$ cat src/rtl/dram_arbiter_if.sv
// Requester-side bus between one RAM client (CPU data port or bench loader) and dram_arbiter.
// The master drives the request; the slave returns read data and waitrequest.
interface dram_arbiter_if #(
    parameter int unsigned ADDR_W = 32
) ();
    logic [ADDR_W-1:0] address;
    logic              read;
    logic              write;
    logic [3:0]        byteenable;
    logic [31:0]       writedata;
    logic [31:0]       readdata;
    logic              waitrequest;

    modport master (
        output address, read, write, byteenable, writedata,
        input  readdata, waitrequest
    );

    modport slave (
        input  address, read, write, byteenable, writedata,
        output readdata, waitrequest
    );
endinterface

$ cat src/rtl/dram_arbiter.sv
// Round-robin arbiter sharing one single-port data RAM between two requesters.
// Partial byte-enabled writes become a read-modify-write: fetch, bubble, merged write.
module dram_arbiter #(
    parameter int unsigned ADDR_W = 32,
    parameter int unsigned DATA_W = 32
) (
    input  logic              clk,
    input  logic              reset,
    dram_arbiter_if.slave     m0,
    dram_arbiter_if.slave     m1,
    output logic [ADDR_W-1:0] ram_address,
    output logic              ram_read,
    output logic              ram_write,
    output logic [DATA_W-1:0] ram_writedata,
    input  logic [DATA_W-1:0] ram_readdata
);
    localparam int unsigned BE_W = DATA_W / 8;

    typedef enum logic [1:0] {
        IDLE   = 2'd0,
        RMW_RD = 2'd1,
        RMW_WR = 2'd2
    } state_e;

    state_e            state_q, state_d;
    logic              last_q, last_d;
    logic              owner_q, owner_d;
    logic [DATA_W-1:0] merge_q, merge_d;

    logic              req0, req1, win;
    logic [ADDR_W-1:0] win_addr, own_addr;
    logic              win_wr;
    logic [BE_W-1:0]   win_be, own_be;
    logic [DATA_W-1:0] win_wd, own_wd, merged;
    logic [1:0]        wait_c;

    assign req0 = m0.read | m0.write;
    assign req1 = m1.read | m1.write;
    // On a tie the requester that did not complete last goes next.
    assign win  = (req0 && req1) ? ~last_q : req1;

    assign win_addr = win ? m1.address    : m0.address;
    assign win_wr   = win ? m1.write      : m0.write;
    assign win_be   = win ? m1.byteenable : m0.byteenable;
    assign win_wd   = win ? m1.writedata  : m0.writedata;

    assign own_addr = owner_q ? m1.address    : m0.address;
    assign own_be   = owner_q ? m1.byteenable : m0.byteenable;
    assign own_wd   = owner_q ? m1.writedata  : m0.writedata;

    always_comb begin
        merged = merge_q;
        for (int i = 0; i < int'(BE_W); i++) begin
            if (own_be[i]) merged[8*i +: 8] = own_wd[8*i +: 8];
        end
    end

    assign m0.readdata    = ram_readdata;
    assign m1.readdata    = ram_readdata;
    assign m0.waitrequest = wait_c[0];
    assign m1.waitrequest = wait_c[1];

    always_ff @(posedge clk) begin
        if (reset) begin
            state_q <= IDLE;
            last_q  <= 1'b1;
            owner_q <= 1'b0;
            merge_q <= '0;
        end else begin
            state_q <= state_d;
            last_q  <= last_d;
            owner_q <= owner_d;
            merge_q <= merge_d;
        end
    end

    // Reset gates every RAM strobe, which also aborts an in-flight read-modify-write.
    always_comb begin
        state_d       = state_q;
        last_d        = last_q;
        owner_d       = owner_q;
        merge_d       = merge_q;
        ram_read      = 1'b0;
        ram_write     = 1'b0;
        ram_address   = '0;
        ram_writedata = '0;
        wait_c        = 2'b11;
        if (!reset) begin
            case (state_q)
                IDLE: begin
                    if (req0 || req1) begin
                        if (win_wr && (win_be == '1)) begin
                            ram_write     = 1'b1;
                            ram_address   = win_addr;
                            ram_writedata = win_wd;
                            wait_c[win]   = 1'b0;
                            last_d        = win;
                        end else if (win_wr && (win_be == '0)) begin
                            wait_c[win] = 1'b0;
                            last_d      = win;
                        end else if (win_wr) begin
                            ram_read    = 1'b1;
                            ram_address = win_addr;
                            merge_d     = ram_readdata;
                            owner_d     = win;
                            state_d     = RMW_RD;
                        end else begin
                            ram_read    = 1'b1;
                            ram_address = win_addr;
                            wait_c[win] = 1'b0;
                            last_d      = win;
                        end
                    end
                end
                RMW_RD: state_d = RMW_WR;
                RMW_WR: begin
                    ram_write       = 1'b1;
                    ram_address     = own_addr;
                    ram_writedata   = merged;
                    wait_c[owner_q] = 1'b0;
                    last_d          = owner_q;
                    state_d         = IDLE;
                end
                default: state_d = IDLE;
            endcase
        end
    end
endmodule
$ cat src/flat_wrapper.sv
// flat-port wrapper written by rule: the top's interface ports become plain ports
module dram_arbiter_flat 
#(
    parameter int unsigned ADDR_W = 32,
    parameter int unsigned DATA_W = 32
)
  (clk, reset, ram_address, ram_read, ram_write, ram_writedata, ram_readdata, m0_address, m0_read, m0_write, m0_byteenable, m0_writedata, m0_readdata, m0_waitrequest, m1_address, m1_read, m1_write, m1_byteenable, m1_writedata, m1_readdata, m1_waitrequest);
  dram_arbiter_if #(.ADDR_W(ADDR_W)) m0_i ();
  dram_arbiter_if #(.ADDR_W(ADDR_W)) m1_i ();
  input  logic clk;
  input  logic reset;
  output logic [ADDR_W-1:0] ram_address;
  output logic ram_read;
  output logic ram_write;
  output logic [DATA_W-1:0] ram_writedata;
  input  logic [DATA_W-1:0] ram_readdata;
  input wire logic [$bits(m0_i.address)-1:0] m0_address;
  input wire logic [$bits(m0_i.read)-1:0] m0_read;
  input wire logic [$bits(m0_i.write)-1:0] m0_write;
  input wire logic [$bits(m0_i.byteenable)-1:0] m0_byteenable;
  input wire logic [$bits(m0_i.writedata)-1:0] m0_writedata;
  output wire logic [$bits(m0_i.readdata)-1:0] m0_readdata;
  output wire logic [$bits(m0_i.waitrequest)-1:0] m0_waitrequest;
  input wire logic [$bits(m1_i.address)-1:0] m1_address;
  input wire logic [$bits(m1_i.read)-1:0] m1_read;
  input wire logic [$bits(m1_i.write)-1:0] m1_write;
  input wire logic [$bits(m1_i.byteenable)-1:0] m1_byteenable;
  input wire logic [$bits(m1_i.writedata)-1:0] m1_writedata;
  output wire logic [$bits(m1_i.readdata)-1:0] m1_readdata;
  output wire logic [$bits(m1_i.waitrequest)-1:0] m1_waitrequest;
  assign m0_i.address = m0_address;
  assign m0_i.read = m0_read;
  assign m0_i.write = m0_write;
  assign m0_i.byteenable = m0_byteenable;
  assign m0_i.writedata = m0_writedata;
  assign m0_readdata = m0_i.readdata;
  assign m0_waitrequest = m0_i.waitrequest;
  assign m1_i.address = m1_address;
  assign m1_i.read = m1_read;
  assign m1_i.write = m1_write;
  assign m1_i.byteenable = m1_byteenable;
  assign m1_i.writedata = m1_writedata;
  assign m1_readdata = m1_i.readdata;
  assign m1_waitrequest = m1_i.waitrequest;
  dram_arbiter #(.ADDR_W(ADDR_W), .DATA_W(DATA_W)) u_core (.clk(clk), .reset(reset), .m0(m0_i), .m1(m1_i), .ram_address(ram_address), .ram_read(ram_read), .ram_write(ram_write), .ram_writedata(ram_writedata), .ram_readdata(ram_readdata));
endmodule
$ cat config.mk
export PLATFORM = sky130hd
export DESIGN_NAME = dram_arbiter_flat
export DESIGN_NICKNAME = d
export VERILOG_FILES = /design/src/rtl/dram_arbiter_if.sv /design/src/rtl/dram_arbiter.sv /design/src/flat_wrapper.sv
export SDC_FILE = /design/constraint.sdc
export NUM_CORES = 1
export LEC_CHECK = 0
export ABC_AREA = 1
export CORE_ASPECT_RATIO = 1.1
export CORE_MARGIN = 4
export CORE_UTILIZATION = 38
export DETAILED_ROUTE_END_ITERATION = 10
export GPL_TIMING_DRIVEN = 0
export PLACE_DENSITY = 0.87
export SLEW_MARGIN = 10
export SYNTH_ARGS = -nofsm -noshare
export SYNTH_HDL_FRONTEND = slang
export SYNTH_SLANG_ARGS = --single-unit
$ cat constraint.sdc
create_clock -name clk -period 2.88 [get_ports clk]
set_clock_uncertainty 0.05 [all_clocks]
set_input_delay 0.72 -clock clk [delete_from_list [all_inputs] [get_ports clk]]
set_output_delay 0.72 -clock clk [all_outputs]
set_load 0.005 [all_outputs]
==> metrics.txt, run 1 <==
run status=finished with violations; violations in the final reports=DRC, setup timing; cell types occupying the most area after synthesis=sky130_fd_sc_hd__nand2_1 25%, sky130_fd_sc_hd__dfxtp_1 15%, sky130_fd_sc_hd__buf_4 10%; number of primary I/O pins=306; startpoint kind of the worst setup timing path=input pin; cell with the most instances after synthesis=sky130_fd_sc_hd__nand2_1; antenna violations before repair=1; critical path class=input pin to output port; Root Buffer Master=sky130_fd_sc_hd__clkbuf_16; period utilization=112%; # placed instances=1349; proportion of synthesized flip-flops having asynchronous set or reset=0%; GR Util All Layers=32.5%; starting DRC count in detailed routing=742; setup TNS=-16080 ps; post-layout net count=1422; Floorplan Core Area=12200 um2; Worst Setup Slack, final=-333 ps; post-synthesis instance total=891; Area Growth Syn to Fin=83.8%; number of fillers in the final layout=1055; pin slew with the least headroom to its limit=648 ps; total number of placement rows=42; Sinks on Clock Net=36; yosys warns=0; mean instance size in the synthesized netlist=5.38 um2; Cell Pwr Density=396 nW/um2; Skew-Pair Late Insertion Delay=280 ps; total via count in the routed design=7657; number of endpoints failing setup at the final stage=68; floorplan die area=14500 um2; Inserted Clock Buffers=5; number of hold-repair buffers added at the cts stage=0; Initial DRT Pass Iterations=9; RSZ-0062 raised after global routing=true; worst slew margin relative to its limit=56.8%; Total Power=0.00349 W; Die Span X=115 um; first-pass GRT wire length=37900 um; Worst Hold End=u_core.state_q[1]$_SDFFE_PP0P_; total count of hold-check failures in the final report=0; top post-synthesis cells by count=316 x sky130_fd_sc_hd__nand2_1, 96 x sky130_fd_sc_hd__a21oi_1, 79 x sky130_fd_sc_hd__nor2_1; Sequential Area=721 um2; Min-Delay Startpoint=u_core.state_q[1]$_SDFFE_PP0P_; drt wl/cell=18.2 um; final RePlAce weighted congestion=0.906; Buffers on Ports=304; data arrival time of the critical path=2440 ps; TritonCTS clock tree=built; critical register-to-register path startpoint=u_core.last_q$_SDFFE_PP1P_; Achievable Freq=0.311 GHz; minimum setup slack after placement=-1440 ps; pin count of the biggest net entering global routing=12; remaining antenna violation count=0; effective utilization at floorplan=39.3%; standby leakage power=4.13 nW; largest area contributor in the synthesized netlist=sky130_fd_sc_hd__nand2_1; overall routed net length=25500 um; crit path max fanout=7; top cell type's share of synthesized area=24.7%; Final Non-Filler Cells=1404; r2r worst-path depth=15; area used by multi-input combinational logic=3410 um2; FF-to-FF End=u_core.merge_q[29]$_SDFFE_PP0P_; number of maximum-capacitance violations=0; count of different cell masters after synthesis=28; clock period minus final worst setup slack=3210 ps; share of layout cells above drive strength 1=26.0%; overall overflow remaining after global route=0; netlist area before placement=4790 um2; IR Drop Worst-Case VDD=320 uV; number of enable-type register cells in the synthesized netlist=0; drc violations=1; clock-pin slew reported for the worst setup and hold paths after clock tree synthesis=60 ps; sequential element share of the synthesized area=15.0%; worst-case clock buffer depth=2; vias in the first global route=7557; flop-to-flop setup slack=460 ps; routed vias/inst=5.45; final-report max-slew violation count=0; utilization after layout=72.3%; die height=126 um; number of levels in the clock H-tree=2; worst endpoint required time=2110 ps; Detail Placement HPWL=18500 um; CP endpoint kind=output port; Seq cells post-synth=36; number of cells on the worst hold path=1; type of the most critical hold path=flop to flop; commonest register cell after synthesis=sky130_fd_sc_hd__dfxtp_1; net count after synthesis=1065
[layout make-up]
type                            count  area share [%]
Timing Repair Buffer              350            35.9
Antenna cell                        1          0.0284
Clock buffer                        6            1.46
Sequential cell                    36            8.18
Buffer                            128            10.5
Multi-Input combinational cell    665            38.7
Clock inverter                      2           0.398
Inverter                           62            2.68
Tap cell                          154            2.19
[critical path: stages]
cell and delay [ps]:
sky130_fd_sc_hd__buf_12 110, sky130_fd_sc_hd__o21ai_4 210, sky130_fd_sc_hd__nand2_4 120, sky130_fd_sc_hd__buf_6 160
sky130_fd_sc_hd__nand2_4 60, sky130_fd_sc_hd__nand2_4 60, sky130_fd_sc_hd__nor2_4 130, sky130_fd_sc_hd__nand3_4 90
sky130_fd_sc_hd__nor2_4 120, sky130_fd_sc_hd__buf_12 150, sky130_fd_sc_hd__buf_6 100, sky130_fd_sc_hd__buf_6 100
sky130_fd_sc_hd__nand2_4 40, sky130_fd_sc_hd__a21oi_2 130, sky130_fd_sc_hd__buf_2 140
[placed cells by master (no fill, tap or decap), types with 36 or more instances in the layout]
| cell | n |
|---|---|
| sky130_fd_sc_hd__nand2_1 | 293 |
| sky130_fd_sc_hd__clkdlybuf4s50_1 | 224 |
| sky130_fd_sc_hd__buf_4 | 93 |
| sky130_fd_sc_hd__nor2_1 | 72 |
| sky130_fd_sc_hd__a21oi_1 | 60 |
| sky130_fd_sc_hd__buf_2 | 58 |
| sky130_fd_sc_hd__inv_1 | 55 |
| sky130_fd_sc_hd__nand3_1 | 41 |
| sky130_fd_sc_hd__dfxtp_1 | 36 |
[kinds of logic after synthesis]
logic type	count (synthesis)	share of synthesized area (%)
AND/OR/NAND/NOR	452	37.9
AO/OA/AOI/OAI	213	26.4
buffers and inverters	190	20.7
flip-flops	36	15.0
[repair_timing]
action,CTS,global route
setup endpoints to repair,73,68
pin swaps,22,22
setup buffers,28,12
cloned,7,0
resized for setup,350,106
[stage by stage]
stage / instance area [um2] / hold slack [ps]
after floorplan: 4790 / 388
after global placement: 8030 / 402
after detailed placement: 8030 / 407
after CTS: 8650 / 415
after global routing: 8810 / 446
final: 8810 / 422
[where the power goes]
group	switching, W	internal [W]	leakage (nW)
clock	0.000213	0.000407	0.0808
combinational	0.00121	0.000999	3.75
sequential	0.0000663	0.000598	0.297
total	0.00149	0.00200	4.13
[sequential cells by signal (all words and copies together), names as in the netlist]
register and flops:
u_core.owner_q 1, u_core.merge_q 32, u_core.last_q 1, u_core.state_q 2
[how the worst max path moves through the flow]
stage | start | endpoint | depth (start not counted)
finish | m0_write | ram_writedata[0] | 15
CTS | m0_read | ram_writedata[1] | 15
floorplan | m1_write | ram_writedata[25] | 12
global placement | m0_write | ram_writedata[13] | 13
global route | m0_write | ram_writedata[0] | 15
detailed placement | m0_write | ram_writedata[13] | 13
[routing by layer]
| layer | part of all wire [%] | track usage (%) | wire [um] | vias up |
|---|---|---|---|---|
| met5 | 0 | 0 | 0 | - |
| met4 | 4.8 | 15.2 | 1230 | 0 |
| met3 | 10 | 7.44 | 2560 | 105 |
| met2 | 50 | 58.3 | 12800 | 491 |
| met1 | 35 | 35.5 | 8960 | 3500 |
| li1 | - | - | - | 3561 |
Note: power is estimated with default switching activity, not from simulation.
==> run 2, diff against run 1 <==
--- a/config.mk
+++ b/config.mk
@@ -12,6 +12,7 @@
 export DETAILED_ROUTE_END_ITERATION = 10
 export GPL_TIMING_DRIVEN = 0
 export PLACE_DENSITY = 0.87
+export SETUP_SLACK_MARGIN = 0.4
 export SLEW_MARGIN = 10
 export SYNTH_ARGS = -nofsm -noshare
 export SYNTH_HDL_FRONTEND = slang
==> metrics.txt, run 2 (same netlist as run 1, synthesis figures left out) <==
Worst Hold End=u_core.merge_q[23]$_SDFFE_PP0P_; IR Drop Worst-Case VDD=312 uV; post-layout net count=1452; worst endpoint required time=2110 ps; number of endpoints failing setup at the final stage=68; crit path max fanout=6; number of primary I/O pins=306; most common cell after layout, fill and taps aside=sky130_fd_sc_hd__nand2_1; pin slew with the least headroom to its limit=823 ps; r2r worst-path depth=15; starting DRC count in detailed routing=809; number of levels in the clock H-tree=2; critical path class=input pin to output port; maximum single-stage delay on the critical path=260 ps; die height=126 um; hold slack=426 ps; antenna violations before repair=1; clock-pin slew reported for the worst setup and hold paths after clock tree synthesis=60 ps; Die Span X=115 um; total via count in the routed design=7897; Buffers on Ports=304; drt wl/cell=18.0 um; violations in the final reports=setup timing; Area Growth Syn to Fin=94.4%; Floorplan Core Area=12200 um2; overall routed net length=25900 um; library cell appearing most often on the critical path=sky130_fd_sc_hd__buf_6; Detail Placement HPWL=17800 um; startpoint kind of the worst setup timing path=input pin; share of layout cells above drive strength 1=29.8%; total count of hold-check failures in the final report=0; Inserted Clock Buffers=5; worst slew margin relative to its limit=45.2%; pin count of the biggest net entering global routing=13; Worst Setup Slack, final=-460 ps; Total Power=0.00360 W; floorplan die area=14500 um2; remaining antenna violation count=0; TritonCTS clock tree=built; Skew-Pair Late Insertion Delay=280 ps; final-report max-slew violation count=0; registers with the highest flip-flop counts=u_core.merge_q x32, u_core.state_q x2; run status=finished with violations; GR Util All Layers=31.9%; worst-case clock buffer depth=2; overall overflow remaining after global route=0; cell with the largest stage delay on the worst path=sky130_fd_sc_hd__nor2_4; vias in the first global route=7753; # placed instances=1349; total number of placement rows=42; routed vias/inst=5.51; Sinks on Clock Net=36; data arrival time of the critical path=2570 ps; Min-Delay Startpoint=u_core.merge_q[23]$_SDFFE_PP0P_; drc violations=0; number of maximum-capacitance violations=0; type of the most critical hold path=flop to flop; number of fillers in the final layout=988; Initial DRT Pass Iterations=5; effective utilization at floorplan=39.3%; first-pass GRT wire length=37600 um; CP endpoint kind=output port; Achievable Freq=0.299 GHz; period utilization=116%; Cell Pwr Density=387 nW/um2; FF-to-FF End=u_core.merge_q[1]$_SDFFE_PP0P_; Final Non-Filler Cells=1434; Largest Register=u_core.merge_q; final RePlAce weighted congestion=0.950; clock period minus final worst setup slack=3340 ps; flip-flop count of the largest register, all copies and words added=32; Root Buffer Master=sky130_fd_sc_hd__clkbuf_16; number of cells on the worst hold path=2; utilization after layout=76.4%; most frequent cells in the layout=274 x sky130_fd_sc_hd__nand2_1, 191 x sky130_fd_sc_hd__clkdlybuf4s50_1, 101 x sky130_fd_sc_hd__buf_4; RSZ-0062 raised after global routing=true; standby leakage power=4.43 nW; ordered list of cells on the worst path=buf_8, o21ai_4, buf_6, nand3_1, nand2_2, inv_2, nor2_4, nand3_4, nor2_4, buf_6, buf_6, buf_6, nand2_2, a21oi_2, buf_2; critical register-to-register path startpoint=u_core.last_q$_SDFFE_PP1P_; flop-to-flop setup slack=720 ps
-- run 2: worst max path at each step --
stage                        start                end  slack (ps)  cells past startpoint
after global placement    m0_write  ram_writedata[18]       -1220                     11
after CTS                 m0_write  ram_writedata[21]        -390                     15
final                      m0_read  ram_writedata[20]        -460                     15
after detailed placement  m0_write  ram_writedata[18]       -1220                     11
after global routing       m0_read  ram_writedata[21]        -550                     15
after floorplan            m0_read  ram_writedata[25]         140                     11
-- run 2: routing by layer --
metal  vias up  routed length, um  global-route usage (%)
met2       540              13000                    58.8
met4         0               1100                    13.7
li1       3625                  -                       -
met3       108               2670                    7.10
met1      3624               9110                    34.3
met5         -                  0                       0
-- run 2: power by group --
group          switching, W  total (W)  leakage, nW  internal, W
logic               0.00127    0.00239         4.06      0.00112
clock network      0.000234   0.000557       0.0671     0.000323
registers         0.0000617   0.000659        0.297     0.000598
-- run 2: timing repair --
item	4_1_cts	5_1_grt
resized for setup	438	87
endpoints found under the setup margin	163	98
hold buffers	0	0
gates cloned	5	3
buffers inserted	54	14
pin swaps	29	33
-- run 2: layout make-up --
type | count | area [um2] | share of cell area (%)
flip-flops and latches | 36 | 721 | 7.73
inverters | 62 | 236 | 2.54
clock inverters | 2 | 16.3 | 0.175
repair buffers | 380 | 3500 | 37.5
diodes | 1 | 2.50 | 0.0269
clock buffers | 6 | 129 | 1.38
well taps | 154 | 193 | 2.07
plain buffers | 128 | 965 | 10.4
multi-input cells | 665 | 3560 | 38.2
-- run 2: through the flow --
stage          area [um2]  setup slack, ps  TNS (ps)
2_1_floorplan        4960              136         0
3_3_place_gp         8200            -1220    -74890
3_5_place_dp         8200            -1220    -76950
4_1_cts              8960             -393    -16860
5_1_grt              9320             -553    -27420
6_report             9320             -460    -22080
-- run 2: worst max-delay path: cells and delay by family --
kind	cells	cell delay, ps
AO/OA/AOI/OAI	2	350
AND/OR/NAND/NOR	6	690
buffers and inverters	7	810
